File: config.mk
export PLATFORM = sky130hd
export DESIGN_NAME = debug_stream_capture
export DESIGN_NICKNAME = d
export VERILOG_FILES = /design/src/rtl/debug_stream_pkg.sv /design/src/rtl/debug_stream_mux.sv /design/src/rtl/debug_stream_capture.sv
export SDC_FILE = /design/constraint.sdc
export NUM_CORES = 1
export LEC_CHECK = 0
export CAP_MARGIN = 30
export CORE_MARGIN = 8
export CORE_UTILIZATION = 53
export CTS_BUF_LIST = sky130_fd_sc_hd__clkbuf_8
export CTS_CLUSTER_SIZE = 40
export DETAILED_ROUTE_END_ITERATION = 12
export GPL_TIMING_DRIVEN = 1
export PLACE_DENSITY_LB_ADDON = 0.1
export SYNTH_ARGS = -nofsm -noshare
export SYNTH_HDL_FRONTEND = slang
export SYNTH_SLANG_ARGS = --single-unit
export TNS_END_PERCENT = 10
File: constraint.sdc
create_clock -name ipClk -period 3.4 [get_ports ipClk]
set_clock_uncertainty 0.15 [all_clocks]
set_input_delay 0.34 -clock ipClk [delete_from_list [all_inputs] [get_ports ipClk]]
set_output_delay 0.34 -clock ipClk [all_outputs]
set_load 0.02 [all_outputs]
File: src/rtl/debug_stream_pkg.sv
// Shared types and constants for the multi-channel debug stream capture block.
package debug_stream_pkg;

    // Capture controller states.
    typedef enum logic [2:0] {
        ST_IDLE,
        ST_WAITING,
        ST_STREAMING,
        ST_DRAINING,
        ST_DONE
    } state_e;

    localparam int PACKET_COUNT_WIDTH = 16;

    // Width of a channel select for n channels; a single channel still gets one bit.
    function automatic int sel_width(input int n);
        return (n > 1) ? $clog2(n) : 1;
    endfunction

endpackage

File: src/rtl/debug_stream_mux.sv
// Registered CHANNELS:1 selector of {valid, sop, eop, data}. Adds one pipeline stage.
module debug_stream_mux
    import debug_stream_pkg::*;
#(
    parameter int CHANNELS   = 4,
    parameter int DATA_WIDTH = 14
) (
    input  logic                           ipClk,
    input  logic                           Reset,
    input  logic [CHANNELS-1:0]            valid_i,
    input  logic [CHANNELS-1:0]            sop_i,
    input  logic [CHANNELS-1:0]            eop_i,
    input  logic [CHANNELS*DATA_WIDTH-1:0] data_i,
    input  logic [sel_width(CHANNELS)-1:0] sel_i,
    output logic                           valid_o,
    output logic                           sop_o,
    output logic                           eop_o,
    output logic [DATA_WIDTH-1:0]          data_o
);

    logic                  valid_q;
    logic                  sop_q;
    logic                  eop_q;
    logic [DATA_WIDTH-1:0] data_q;

    // Register the selected channel; an out-of-range select yields no valid sample.
    always_ff @(posedge ipClk) begin
        // NOTE: clocked state uses non-blocking assignments so every register samples
        // pre-edge values regardless of statement order.
        if (Reset) begin
            valid_q <= 1'b0;
            sop_q   <= 1'b0;
            eop_q   <= 1'b0;
            data_q  <= '0;
        end else if (int'(sel_i) < CHANNELS) begin
            valid_q <= valid_i[sel_i];
            sop_q   <= sop_i[sel_i];
            eop_q   <= eop_i[sel_i];
            data_q  <= data_i[sel_i*DATA_WIDTH +: DATA_WIDTH];
        end else begin
            valid_q <= 1'b0;
            sop_q   <= 1'b0;
            eop_q   <= 1'b0;
            data_q  <= '0;
        end
    end

    assign valid_o = valid_q;
    assign sop_o   = sop_q;
    assign eop_o   = eop_q;
    assign data_o  = data_q;

endmodule

File: src/rtl/debug_stream_capture.sv
// Multi-channel packet capture into a live buffer with decimation, truncation and
// per-packet commit of write pointer, packet count and truncation flag.
module debug_stream_capture
    import debug_stream_pkg::*;
#(
    parameter int CHANNELS    = 4,
    parameter int DATA_WIDTH  = 14,
    parameter int WORD_WIDTH  = 16,
    parameter int ADDR_WIDTH  = 13,
    parameter int DECIM_WIDTH = 8
) (
    input  logic                            ipClk,
    input  logic                            Reset,
    input  logic [CHANNELS-1:0]             ipValid,
    input  logic [CHANNELS-1:0]             ipSoP,
    input  logic [CHANNELS-1:0]             ipEoP,
    input  logic [CHANNELS*DATA_WIDTH-1:0]  ipData,
    input  logic [sel_width(CHANNELS)-1:0]  ipChannel,
    input  logic                            ipEnable,
    input  logic                            ipSingle,
    input  logic [DECIM_WIDTH-1:0]          ipDecimate,
    input  logic [ADDR_WIDTH-1:0]           ipMaxLength,
    output logic [ADDR_WIDTH-1:0]           opAddress,
    output logic [WORD_WIDTH-1:0]           opWriteData,
    output logic                            opWrite,
    output logic [ADDR_WIDTH-1:0]           opWrAddress,
    output logic [PACKET_COUNT_WIDTH-1:0]   opPacketCount,
    output logic                            opTruncated,
    output logic                            opBusy
);

    localparam int SEL_W = sel_width(CHANNELS);
    localparam int PAD_W = WORD_WIDTH - DATA_WIDTH;

    // Selected stream after the mux stage.
    logic                  st_valid;
    logic                  st_sop;
    logic                  st_eop;
    logic [DATA_WIDTH-1:0] st_data;

    // Control inputs delayed to line up with the mux stage.
    logic [SEL_W-1:0]       st_chan_q;
    logic                   st_single_q;
    logic [DECIM_WIDTH-1:0] st_decim_q;
    logic [ADDR_WIDTH-1:0]  st_maxlen_q;
    logic                   st_enable_q;

    // Per-packet latched controls.
    state_e                 state_q;
    logic [SEL_W-1:0]       sel_q;
    logic                   single_q;
    logic [DECIM_WIDTH-1:0] decim_q;
    logic [ADDR_WIDTH-1:0]  maxlen_q;

    // Datapath state.
    logic [DECIM_WIDTH-1:0]        phase_q;
    logic [ADDR_WIDTH-1:0]         count_q;
    logic [ADDR_WIDTH-1:0]         next_addr_q;
    logic [ADDR_WIDTH-1:0]         address_q;
    logic [WORD_WIDTH-1:0]         wdata_q;
    logic                          write_q;
    logic [ADDR_WIDTH-1:0]         wr_address_q;
    logic [PACKET_COUNT_WIDTH-1:0] pkt_count_q;
    logic                          truncated_q;
    logic                          busy_q;

    // Combinational helpers.
    logic [SEL_W-1:0]       mux_sel;
    logic [WORD_WIDTH-1:0]  word_d;
    logic [ADDR_WIDTH-1:0]  addr_inc_d;
    logic [ADDR_WIDTH-1:0]  count_inc_d;
    logic [DECIM_WIDTH-1:0] phase_d;
    logic [DECIM_WIDTH-1:0] sop_phase_d;

    debug_stream_mux #(
        .CHANNELS   (CHANNELS),
        .DATA_WIDTH (DATA_WIDTH)
    ) u_mux (
        .ipClk   (ipClk),
        .Reset   (Reset),
        .valid_i (ipValid),
        .sop_i   (ipSoP),
        .eop_i   (ipEoP),
        .data_i  (ipData),
        .sel_i   (mux_sel),
        .valid_o (st_valid),
        .sop_o   (st_sop),
        .eop_o   (st_eop),
        .data_o  (st_data)
    );

    // Delay the control inputs by one cycle so they are seen together with their sample.
    always_ff @(posedge ipClk) begin
        if (Reset) begin
            st_chan_q   <= '0;
            st_single_q <= 1'b0;
            st_decim_q  <= '0;
            st_maxlen_q <= '0;
            st_enable_q <= 1'b0;
        end else begin
            st_chan_q   <= ipChannel;
            st_single_q <= ipSingle;
            st_decim_q  <= ipDecimate;
            st_maxlen_q <= ipMaxLength;
            st_enable_q <= ipEnable;
        end
    end

    // Steer the mux: live ipChannel between packets, the packet's channel while one is open.
    always_comb begin
        // NOTE: every signal written here gets a default first so no latch is inferred.
        mux_sel = ipChannel;
        case (state_q)
            ST_WAITING: begin
                if (st_enable_q && st_valid && st_sop && !st_eop) mux_sel = st_chan_q;
            end
            ST_STREAMING, ST_DRAINING: begin
                if (!(st_valid && st_eop)) mux_sel = sel_q;
            end
            default: ;
        endcase
    end

    // Word formatting, address/count increments and decimation phase stepping.
    always_comb begin
        word_d      = WORD_WIDTH'(st_data) << PAD_W;
        addr_inc_d  = next_addr_q + 1'b1;
        count_inc_d = count_q + 1'b1;
        phase_d     = (phase_q == decim_q) ? '0 : phase_q + 1'b1;
        sop_phase_d = (st_decim_q == '0) ? '0 : DECIM_WIDTH'(1);
    end

    // Capture FSM with registered write port and commit outputs.
    always_ff @(posedge ipClk) begin
        if (Reset) begin
            state_q      <= ST_IDLE;
            sel_q        <= '0;
            single_q     <= 1'b0;
            decim_q      <= '0;
            maxlen_q     <= '0;
            phase_q      <= '0;
            count_q      <= '0;
            next_addr_q  <= '0;
            address_q    <= '0;
            wdata_q      <= '0;
            write_q      <= 1'b0;
            wr_address_q <= '0;
            pkt_count_q  <= '0;
            truncated_q  <= 1'b0;
            busy_q       <= 1'b0;
        end else begin
            write_q     <= 1'b0;
            truncated_q <= 1'b0;
            case (state_q)
                ST_IDLE: begin
                    if (st_enable_q) state_q <= ST_WAITING;
                end
                ST_WAITING: begin
                    if (!st_enable_q) begin
                        state_q <= ST_IDLE;
                    end else if (st_valid && st_sop) begin
                        sel_q       <= st_chan_q;
                        single_q    <= st_single_q;
                        decim_q     <= st_decim_q;
                        maxlen_q    <= st_maxlen_q;
                        write_q     <= 1'b1;
                        address_q   <= next_addr_q;
                        wdata_q     <= word_d;
                        next_addr_q <= addr_inc_d;
                        phase_q     <= sop_phase_d;
                        count_q     <= ADDR_WIDTH'(1);
                        if (st_eop) begin
                            wr_address_q <= addr_inc_d;
                            pkt_count_q  <= pkt_count_q + 1'b1;
                            state_q      <= st_single_q ? ST_DONE : ST_WAITING;
                        end else if (st_maxlen_q == ADDR_WIDTH'(1)) begin
                            state_q <= ST_DRAINING;
                            busy_q  <= 1'b1;
                        end else begin
                            state_q <= ST_STREAMING;
                            busy_q  <= 1'b1;
                        end
                    end
                end
                ST_STREAMING: begin
                    if (st_valid) begin
                        phase_q <= phase_d;
                        if (phase_q == '0) begin
                            write_q     <= 1'b1;
                            address_q   <= next_addr_q;
                            wdata_q     <= word_d;
                            next_addr_q <= addr_inc_d;
                            count_q     <= count_inc_d;
                        end
                        if (st_eop) begin
                            wr_address_q <= (phase_q == '0) ? addr_inc_d : next_addr_q;
                            pkt_count_q  <= pkt_count_q + 1'b1;
                            state_q      <= single_q ? ST_DONE : ST_WAITING;
                            busy_q       <= 1'b0;
                        end else if (phase_q == '0 && maxlen_q != '0 && count_inc_d == maxlen_q) begin
                            state_q <= ST_DRAINING;
                        end
                    end
                end
                ST_DRAINING: begin
                    if (st_valid && st_eop) begin
                        wr_address_q <= next_addr_q;
                        pkt_count_q  <= pkt_count_q + 1'b1;
                        truncated_q  <= 1'b1;
                        state_q      <= single_q ? ST_DONE : ST_WAITING;
                        busy_q       <= 1'b0;
                    end
                end
                ST_DONE: begin
                    if (!st_enable_q) state_q <= ST_IDLE;
                end
                default: begin
                    state_q <= ST_IDLE;
                    busy_q  <= 1'b0;
                end
            endcase
        end
    end

    assign opAddress     = address_q;
    assign opWriteData   = wdata_q;
    assign opWrite       = write_q;
    assign opWrAddress   = wr_address_q;
    assign opPacketCount = pkt_count_q;
    assign opTruncated   = truncated_q;
    assign opBusy        = busy_q;

endmodule

==> impl_metrics.toml, run 1 <==
[power_and_ir_drop]
irDropWorstVdd_uv = 230
total_power_w = 0.00360
p_clk_share_pct = 37.8
p_switching_w = 0.000796
power_density_nw_per_um2 = 390
switching_share_pct = 22.1
pwr-share-comb_pct = 7.6
leakage_nw = 3.32
internal_power_w = 0.00281
seq_power_share_pct = 54.7

[sta]
finalHoldViolCount = 0
min_period_ps = 2930
rsz0062_at_grt = "false"
timing.fmax_mhz = 341
slew_headroom_pct = 44.6
min_period_over_period_pct = 86.1
final_max_slew_viol_count = 0
tns_ps = 0
setup_violations = 0
worstMarginPinSlew_ps = 828

[grt]
grt_max_degree = 108
grt_pass1_wl_mm = 29.0
gr-total-overflow = 0
gr-max-usage-layer = "met2"
global_route.usage.met2_pct = 32.5
use_met1_pct = 24.1
antenna_found_initial = 0
track_usage_pct = 19.8
grt_pass1_vias = 6028
grt_use_met3_pct = 6.02

[clock_tree]
cts_made_buffers = 17
post_cts.repair.setup_buffers = 0
insertion_delay_ps = 460
cts.sinks = 162
cts_root_buf = "clkbuf_8"
cts_tree = "done"
cts_max_path_buffers = 2
h-tree-depth = 4
post_cts_resized = 0
clk_pin_slew_worst_paths_ps = 80

[route]
viasPerCell = 5.43
firstDrtPassIters = 4
wire_per_inst_um = 15.3
drc_errors = 0
ant_nets = 0
wirelength_mm = 17.5
drtIter0Drc = 369
vias = 6183

[place]
io_buffers = 153
hpwl_mm = 12.8
placedInstanceArea_um2 = 8810
placed_cells = 1105
gp_congestion = 0.862

[final_layout]
antenna_cells = 0
utilization_pct = 69.5
drive_gt1_share_pct = 5.72
design_area_um2 = 9240
area_delta_synth_final_pct = 28.0
num-nets-final = 1050
final_cell_mix = "dfxtp_1, clkdlybuf4s50_1, nand2_1"
fin_cells = 1138
nFillCells = 1048
layout_commonest_cell = "dfxtp_1"

[synth]
yosysSeqAreaShare_pct = 44.9
yosysWarnings = 0
syn_avg_cell_area_um2 = 8.81
syn_area_um2 = 7220
ys_types = 61
yosys.area.top_type = "dfxtp_1"
synth_area_leaders = "dfxtp_1, nand2_1, mux4_1"
synth_top_area_share_pct = 44.9
async_reset_ff_share_pct = 0
ys.flop_type = "dfxtp_1"
ys_ff_latch = 162
synth_edf_count = 0
synthCells = 819

[worst_hold_path]
whs_path_depth = 2
hold_class = "in2reg"

[critical_path]
reg2reg_depth = 6
cp-start-kind = "flop"
crit_path_top_delay_cell = "mux4_1"
cp_data_required_time_ps = 3600
cp_max_fo = 17
worstSetupPathType = "reg2reg"
path_cells = "and4bb_4 > and3_1 > nand2_4 > o211ai_4 > mux4_1 > and2b_1"
cp-end-kind = "flop"
critPathArrivalTime_ps = 3130
cpPeakStageDelay_ps = 640

[floorplanning]
io_pins = 156
die_w_um = 133
die_area_um2 = 17600
rows = 42
die_height_um = 133
start_util_pct = 54.3
core_um2 = 13300

[run]
drv_cap = 0

[status]
status = "finished, final reports clean"
[cells by family after synthesis]
logic type	Yosys count	share of synthesized area [%]
simple gates	367	24.9
flops	162	44.9
compound gates	142	11.8
buf+inv	64	3.92
xor+xnor	56	6.79
mux	22	6.83
fa+ha+maj	5	0.867
other cells	1	0.0519
[through the flow]
step                      hold slack, ps  worst slack [ps]
after floorplan                      272               900
after global placement               275               605
after detailed placement             282               511
after CTS                            259               471
after global routing                 259               380
final                                283               471
[metal layers]
metal / wire, µm / vias up
met1: 7720 / 2859
met3: 1200 / 25
met2: 8220 / 196
li1: - / 3103
met4: 314 / 0
met5: 0 / -
[power by group through the flow]
| stage | registers, W | logic, W | clock network [W] |
|---|---|---|---|
| after floorplan | 0.00199 | 0.000151 | 0 |
| after global placement | 0.00201 | 0.000261 | 0 |
| after detailed placement | 0.00201 | 0.000269 | 0 |
| after CTS | 0.00197 | 0.000271 | 0.00139 |
| after global routing | 0.00197 | 0.000295 | 0.00149 |
| final | 0.00197 | 0.000273 | 0.00136 |
[worst max-delay path, delay by kind of cell (launching register included)]
kind	cells	cell delay, ps
DFF	1	600
AOI/OAI and AO/OA	1	610
and+or+nand+nor	4	810
muxes	1	640
[cells in the mapped netlist (2+ instances only)]
library cell,number
mux4_1,16
mux2i_1,5
o41ai_1,2
a31oi_1,4
o22ai_1,2
o21a_1,2
nand3_1,25
nand4_1,13
ha_1,5
nor4_1,11
a32oi_1,2
or2_2,2
xor2_1,33
nor2b_1,34
xnor2_1,23
a21oi_1,79
nand2_1,137
buf_2,10
nor4b_1,3
nor3_1,10
and2_1,3
nor3b_1,2
and4_1,5
nand2b_1,3
nor2_1,77
or3_1,12
a211oi_1,9
buf_1,3
nand3b_1,3
clkbuf_1,37
buf_4,2
o21ai_0,23
and3_1,10
inv_1,9
and2b_1,10
buf_6,3
a311oi_1,5
dfxtp_1,162
[flip-flops by register name, summed over array words and instances (netlist names), 8 cells and up]
name           flops
next_addr_q       13
phase_q            8
count_q           13
opAddress         13
st_decim_q         8
maxlen_q          13
opWrAddress       13
st_maxlen_q       13
u_mux.data_o      14
opPacketCount     16
decim_q            8
opWriteData       14
[layout make-up]
class	count	area [µm²]	share of cell area [%]
Tap cell	176	220	2.38
Sequential cell	162	3240	35.1
Clock buffer	20	275	2.98
Inverter	9	33.8	0.366
Clock inverter	11	114	1.23
Multi-Input combinational cell	594	3700	40.1
Timing Repair Buffer	166	1650	17.9
[path summary, 6_finish.rpt]
path,start,to,slack [ps]
max,state_q[0],u_mux.data_o[7],470
max reg2reg,state_q[0],u_mux.data_o[7],470
min,ipDecimate[1],st_decim_q[1],280
min reg2reg,u_mux.data_o[2],opWriteData[4],290
[what timing repair did]
action | 4_1_cts | 5_1_grt
endpoints found under the hold margin | 0 | 4
hold buffers | 0 | 1
setup endpoints to repair | 0 | 0
No activity file was read; power rests on OpenSTA's default activity.
==> run 2, diff against run 1 <==
--- a/config.mk
+++ b/config.mk
@@ -7,7 +7,7 @@
 export LEC_CHECK = 0
 export CAP_MARGIN = 30
 export CORE_MARGIN = 8
-export CORE_UTILIZATION = 53
+export CORE_UTILIZATION = 55
 export CTS_BUF_LIST = sky130_fd_sc_hd__clkbuf_8
 export CTS_CLUSTER_SIZE = 40
 export DETAILED_ROUTE_END_ITERATION = 12
==> constraint.sdc (replaced) <==
create_clock -name ipClk -period 3.65 [get_ports ipClk]
set_clock_uncertainty 0.15 [all_clocks]
set_input_delay 0.365 -clock ipClk [delete_from_list [all_inputs] [get_ports ipClk]]
set_output_delay 0.365 -clock ipClk [all_outputs]
set_load 0.02 [all_outputs]
==> impl_metrics.toml, run 2 (synthesized netlist as in run 1, its figures left out) <==
[worst_hold_path]
hold_end = "opWriteData[8]"
hold_start = "u_mux.data_o[6]"
hold_class = "reg2reg"
whs_path_depth = 2

[grt]
grt_pass1_vias = 6005
grt_pass1_wl_mm = 28.0
use_met1_pct = 24.6
gr-max-usage-layer = "met2"
grt_use_met3_pct = 6.33
track_usage_pct = 20.4
antenna_found_initial = 0
gr-total-overflow = 0
grt_max_degree = 87
global_route.usage.met2_pct = 34.3

[place]
place_ws_ps = 750
io_buffers = 153
placedInstanceArea_um2 = 8800
hpwl_mm = 12.7
gp_congestion = 0.876

[sta]
min_period_over_period_pct = 79.2
fin_ws_ps = 758
slew_headroom_pct = 46.6
setup_violations = 0
rsz0062_at_grt = "false"
min_period_ps = 2890
finalHoldViolCount = 0
worstMarginPinSlew_ps = 800
timing.fmax_mhz = 346
final_max_slew_viol_count = 0
hold_slack_ps = 292
tns_ps = 0

[clock_tree]
cts_tree = "done"
post_cts_resized = 0
clk_pin_slew_worst_paths_ps = 80
post_cts.repair.setup_buffers = 0
cts_made_buffers = 17
cts_max_path_buffers = 2
cts.sinks = 162
h-tree-depth = 4
cts_root_buf = "clkbuf_8"
postCtsHoldBufs = 0
insertion_delay_ps = 440

[critical_path]
crit-reg2reg-capture = "u_mux.data_o[13]"
critPathArrivalTime_ps = 3050
cp-end-kind = "flop"
reg2reg_from = "state_q[0]"
critPathLaunch = "state_q[0]"
crit_path_top_delay_cell = "mux4_1"
path_cells = "and4bb_4 > and3_1 > nand2_4 > o211ai_4 > mux4_1 > nor2b_1"
regToRegSetupSlack_ps = 760
reg2reg_depth = 6
cp_max_fo = 17
cp_data_required_time_ps = 3810
critical-path-top-delay-family = "simple AND/OR/NAND/NOR gates"
worstSetupPathType = "reg2reg"
cpPeakStageDelay_ps = 640
cp-start-kind = "flop"
timing.critical_path.buf_inv = 0

[route]
drc_errors = 0
wirelength_mm = 17.3
ant_nets = 0
vias = 6204
wire_per_inst_um = 15.2
firstDrtPassIters = 5
viasPerCell = 5.47
drtIter0Drc = 448

[floorplanning]
die_area_um2 = 17000
die_height_um = 131
rows = 42
start_util_pct = 55.4
io_pins = 156
core_um2 = 13000
die_w_um = 131

[final_layout]
num-nets-final = 1045
largest_reg_flops = 16
drive_gt1_share_pct = 5.32
nFillCells = 1062
area_delta_synth_final_pct = 28.0
final_cell_mix = "dfxtp_1, clkdlybuf4s50_1, nand2_1"
design_area_um2 = 9240
multi_input_area_um2 = 3700
register_area_um2 = 3240
layout_commonest_cell = "dfxtp_1"
antenna_cells = 0

[run]
drv_cap = 0

[status]
status = "finished, final reports clean"

[power_and_ir_drop]
leakage_nw = 3.31
irDropWorstVdd_uv = 230
power_density_nw_per_um2 = 377
total_power_w = 0.00349
[run 2: cell count changes in the layout (fill, tap and decap cells not counted), sizes merged]
cell / delta
bufinv: +2
buf: -4
clkinvlp: +2
dlygate4sd3: -1
clkinv: -3
[run 2: power by group]
| group | total [W] | switching [W] | leakage, nW | internal, W |
|---|---|---|---|---|
| clock network | 0.00140 | 0.000614 | 0.222 | 0.000790 |
| registers | 0.00183 | 0.0000326 | 1.32 | 0.00180 |
| logic | 0.000251 | 0.0000914 | 1.77 | 0.000159 |
| total | 0.00349 | 0.000738 | 3.31 | 0.00275 |
[run 2: how the worst max path moves through the flow]
stage | endpoint | slack [ps] | cells past startpoint
6_report | u_mux.data_o[13] | 760 | 6
5_1_grt | u_mux.data_o[13] | 620 | 6
3_3_place_gp | u_mux.data_o[9] | 870 | 6
2_1_floorplan | u_mux.data_o[0] | 1150 | 9
4_1_cts | u_mux.data_o[13] | 730 | 6
3_5_place_dp | u_mux.data_o[13] | 750 | 6
[run 2: through the flow]
stage | instances | utilization (%)
floorplan | 820 | -
global route | 1134 | 70.9
global placement | 1102 | 67.5
detailed placement | 1102 | 67.5
CTS | 1134 | 70.9
finish | 1134 | 70.9
[run 2: area by class of cell]
cell class	instances	area share (%)
multi-input cells	594	40.1
flip-flops and latches	162	35.1
repair buffers	161	17.3
clock buffers	20	2.98
well taps	176	2.38
clock inverters	12	1.79
inverters	9	0.366
[run 2: metal layers]
layer  part of all wire [%]  up-vias  routed length [µm]
met5                      0        -                   0
met4                    1.2        0                 200
met3                    6.7       14                1160
met2                     49      193                8460
met1                     43     2910                7470
li1                       -     3087                   -
[run 2: worst register-to-register path, stage by stage (launching register included)]
cell and delay (ps):
dfxtp_1 570, and4bb_4 330, and3_1 250, nand2_4 70
o211ai_4 590, mux4_1 650, nor2b_1 140
==> run 3, diff against run 2 <==
--- a/config.mk
+++ b/config.mk
@@ -7,7 +7,7 @@
 export LEC_CHECK = 0
 export CAP_MARGIN = 30
 export CORE_MARGIN = 8
-export CORE_UTILIZATION = 55
+export CORE_UTILIZATION = 53
 export CTS_BUF_LIST = sky130_fd_sc_hd__clkbuf_8
 export CTS_CLUSTER_SIZE = 40
 export DETAILED_ROUTE_END_ITERATION = 12
==> constraint.sdc (replaced) <==
create_clock -name ipClk -period 2.7 [get_ports ipClk]
set_clock_uncertainty 0.15 [all_clocks]
set_input_delay 0.27 -clock ipClk [delete_from_list [all_inputs] [get_ports ipClk]]
set_output_delay 0.27 -clock ipClk [all_outputs]
set_load 0.02 [all_outputs]
==> impl_metrics.toml, run 3 (synthesized netlist as in run 1, its figures left out) <==
[status]
status = "finished, final reports clean"

[place]
gp_congestion = 0.845
io_buffers = 153
hpwl_mm = 13.3

[sta]
rsz0062_at_grt = "false"
timing.fmax_mhz = 389
finalHoldViolCount = 0
worstMarginPinSlew_ps = 869
setup_violations = 0
min_period_over_period_pct = 95.1
final_max_slew_viol_count = 0
min_period_ps = 2570
slew_headroom_pct = 41.8

[grt]
gr-total-overflow = 0
grt_pass1_vias = 6225
grt_pass1_wl_mm = 29.4
grt_max_degree = 82
track_usage_pct = 20.1
antenna_found_initial = 0

[final_layout]
register_area_um2 = 3240
nFillCells = 1022
multi_input_area_um2 = 3700
largest_reg_flops = 16
num-nets-final = 1058
utilization_pct = 70.4
layout_commonest_cell = "dfxtp_1"
final_cell_mix = "dfxtp_1, clkdlybuf4s50_1, nand2_1"
antenna_cells = 0
area_delta_synth_final_pct = 29.7
drive_gt1_share_pct = 6.90

[floorplanning]
die_w_um = 133
io_pins = 156
die_height_um = 133
core_um2 = 13300
die_area_um2 = 17600
rows = 42
start_util_pct = 54.3

[clock_tree]
cts.sinks = 162
h-tree-depth = 4
postCtsHoldBufs = 0
cts_made_buffers = 17
cts_tree = "done"
post_cts_resized = 0
cts_root_buf = "clkbuf_8"
insertion_delay_ps = 450
clk_pin_slew_worst_paths_ps = 80
cts_max_path_buffers = 2

[critical_path]
critPathArrivalTime_ps = 2800
path_cells = "ha_1 > and3_1 > and4_1 > nor4b_1 > o22ai_1 > o41ai_1 > mux2i_1"
crit_path_top_delay_cell = "o41ai_1"
worstSetupPathType = "reg2reg"
cpPeakStageDelay_ps = 430
cp-end-kind = "flop"
timing.critical_path.buf_inv = 0
cp_data_required_time_ps = 2930
critical-path-top-delay-family = "simple AND/OR/NAND/NOR gates"
regToRegSetupSlack_ps = 130
cp-start-kind = "flop"
cp_max_fo = 7

[power_and_ir_drop]
irDropWorstVdd_uv = 387
power_density_nw_per_um2 = 510
leakage_nw = 3.39
total_power_w = 0.00478

[worst_hold_path]
hold_class = "in2reg"

[route]
wirelength_mm = 17.7
drtIter0Drc = 361
viasPerCell = 5.46
wire_per_inst_um = 15.5
drc_errors = 0
firstDrtPassIters = 5
ant_nets = 0
vias = 6264

[run]
drv_cap = 0
==> run 3: cell count changes in the layout (fill, tap and decap cells not counted) <==
cell and delta:
clkinv_2 +1, buf_12 +1, inv_6 +1, buf_4 +12, inv_1 -3, clkinvlp_4 -3
clkinv_4 +4
==> run 3: final timing paths <==
| kind | depth (start not counted) | end | from |
|---|---|---|---|
| worst max-delay path | 7 | state_q[0] | count_q[0] |
| worst min-delay path | 2 | st_maxlen_q[9] | ipMaxLength[9] |
| worst min register to register | 2 | opWriteData[4] | u_mux.data_o[2] |
| worst max register to register | 7 | state_q[0] | count_q[0] |
==> run 3: worst reg2reg max path: cells and delay by family, from the launching register on <==
family | cells | cell delay, ps
muxes | 1 | 220
DFF | 1 | 370
and+or+nand+nor | 3 | 940
adders and majority gates | 1 | 300
AOI/OAI and AO/OA | 2 | 540
==> run 3: metrics by stage <==
| step | cell area, µm² | TNS [ps] | hold slack (ps) | setup slack [ps] | instances |
|---|---|---|---|---|---|
| floorplan | 7220 | 0 | 248 | 200 | 820 |
| global placement | 8890 | 0 | 276 | 106 | 1114 |
| detailed placement | 8890 | -4.99 | 279 | -4.99 | 1114 |
| CTS | 9370 | 0 | 192 | 166 | 1147 |
| global route | 9370 | 0 | 200 | 3.54 | 1147 |
| finish | 9370 | 0 | 224 | 131 | 1147 |
==> run 3: per-layer routing <==
layer,vias up,global-route usage (%),part of all wire [%]
li1,3110,-,-
met1,2922,24.3,44
met2,211,33.7,47
met3,21,5.98,7.1
met4,0,6.25,1.2
met5,-,0,0
==> run 3: what timing repair did <==
action,in CTS,in global routing
endpoints found under the setup margin,1,0
buffers inserted,1,0
endpoints found under the hold margin,0,0
==> run 3: power by group <==
part	switching [W]	leakage, nW	internal [W]
logic	0.000142	1.84	0.000226
registers	0.0000273	1.32	0.00243
clock network	0.000865	0.231	0.00109
total	0.00103	3.39	0.00375
==> run 3: layout make-up <==
type	instances	share of cell area, %
Clock buffer	20	2.94
Tap cell	176	2.35
Clock inverter	12	1.92
Sequential cell	162	34.6
Timing Repair Buffer	174	18.3
Inverter	9	0.361
Multi-Input combinational cell	594	39.5
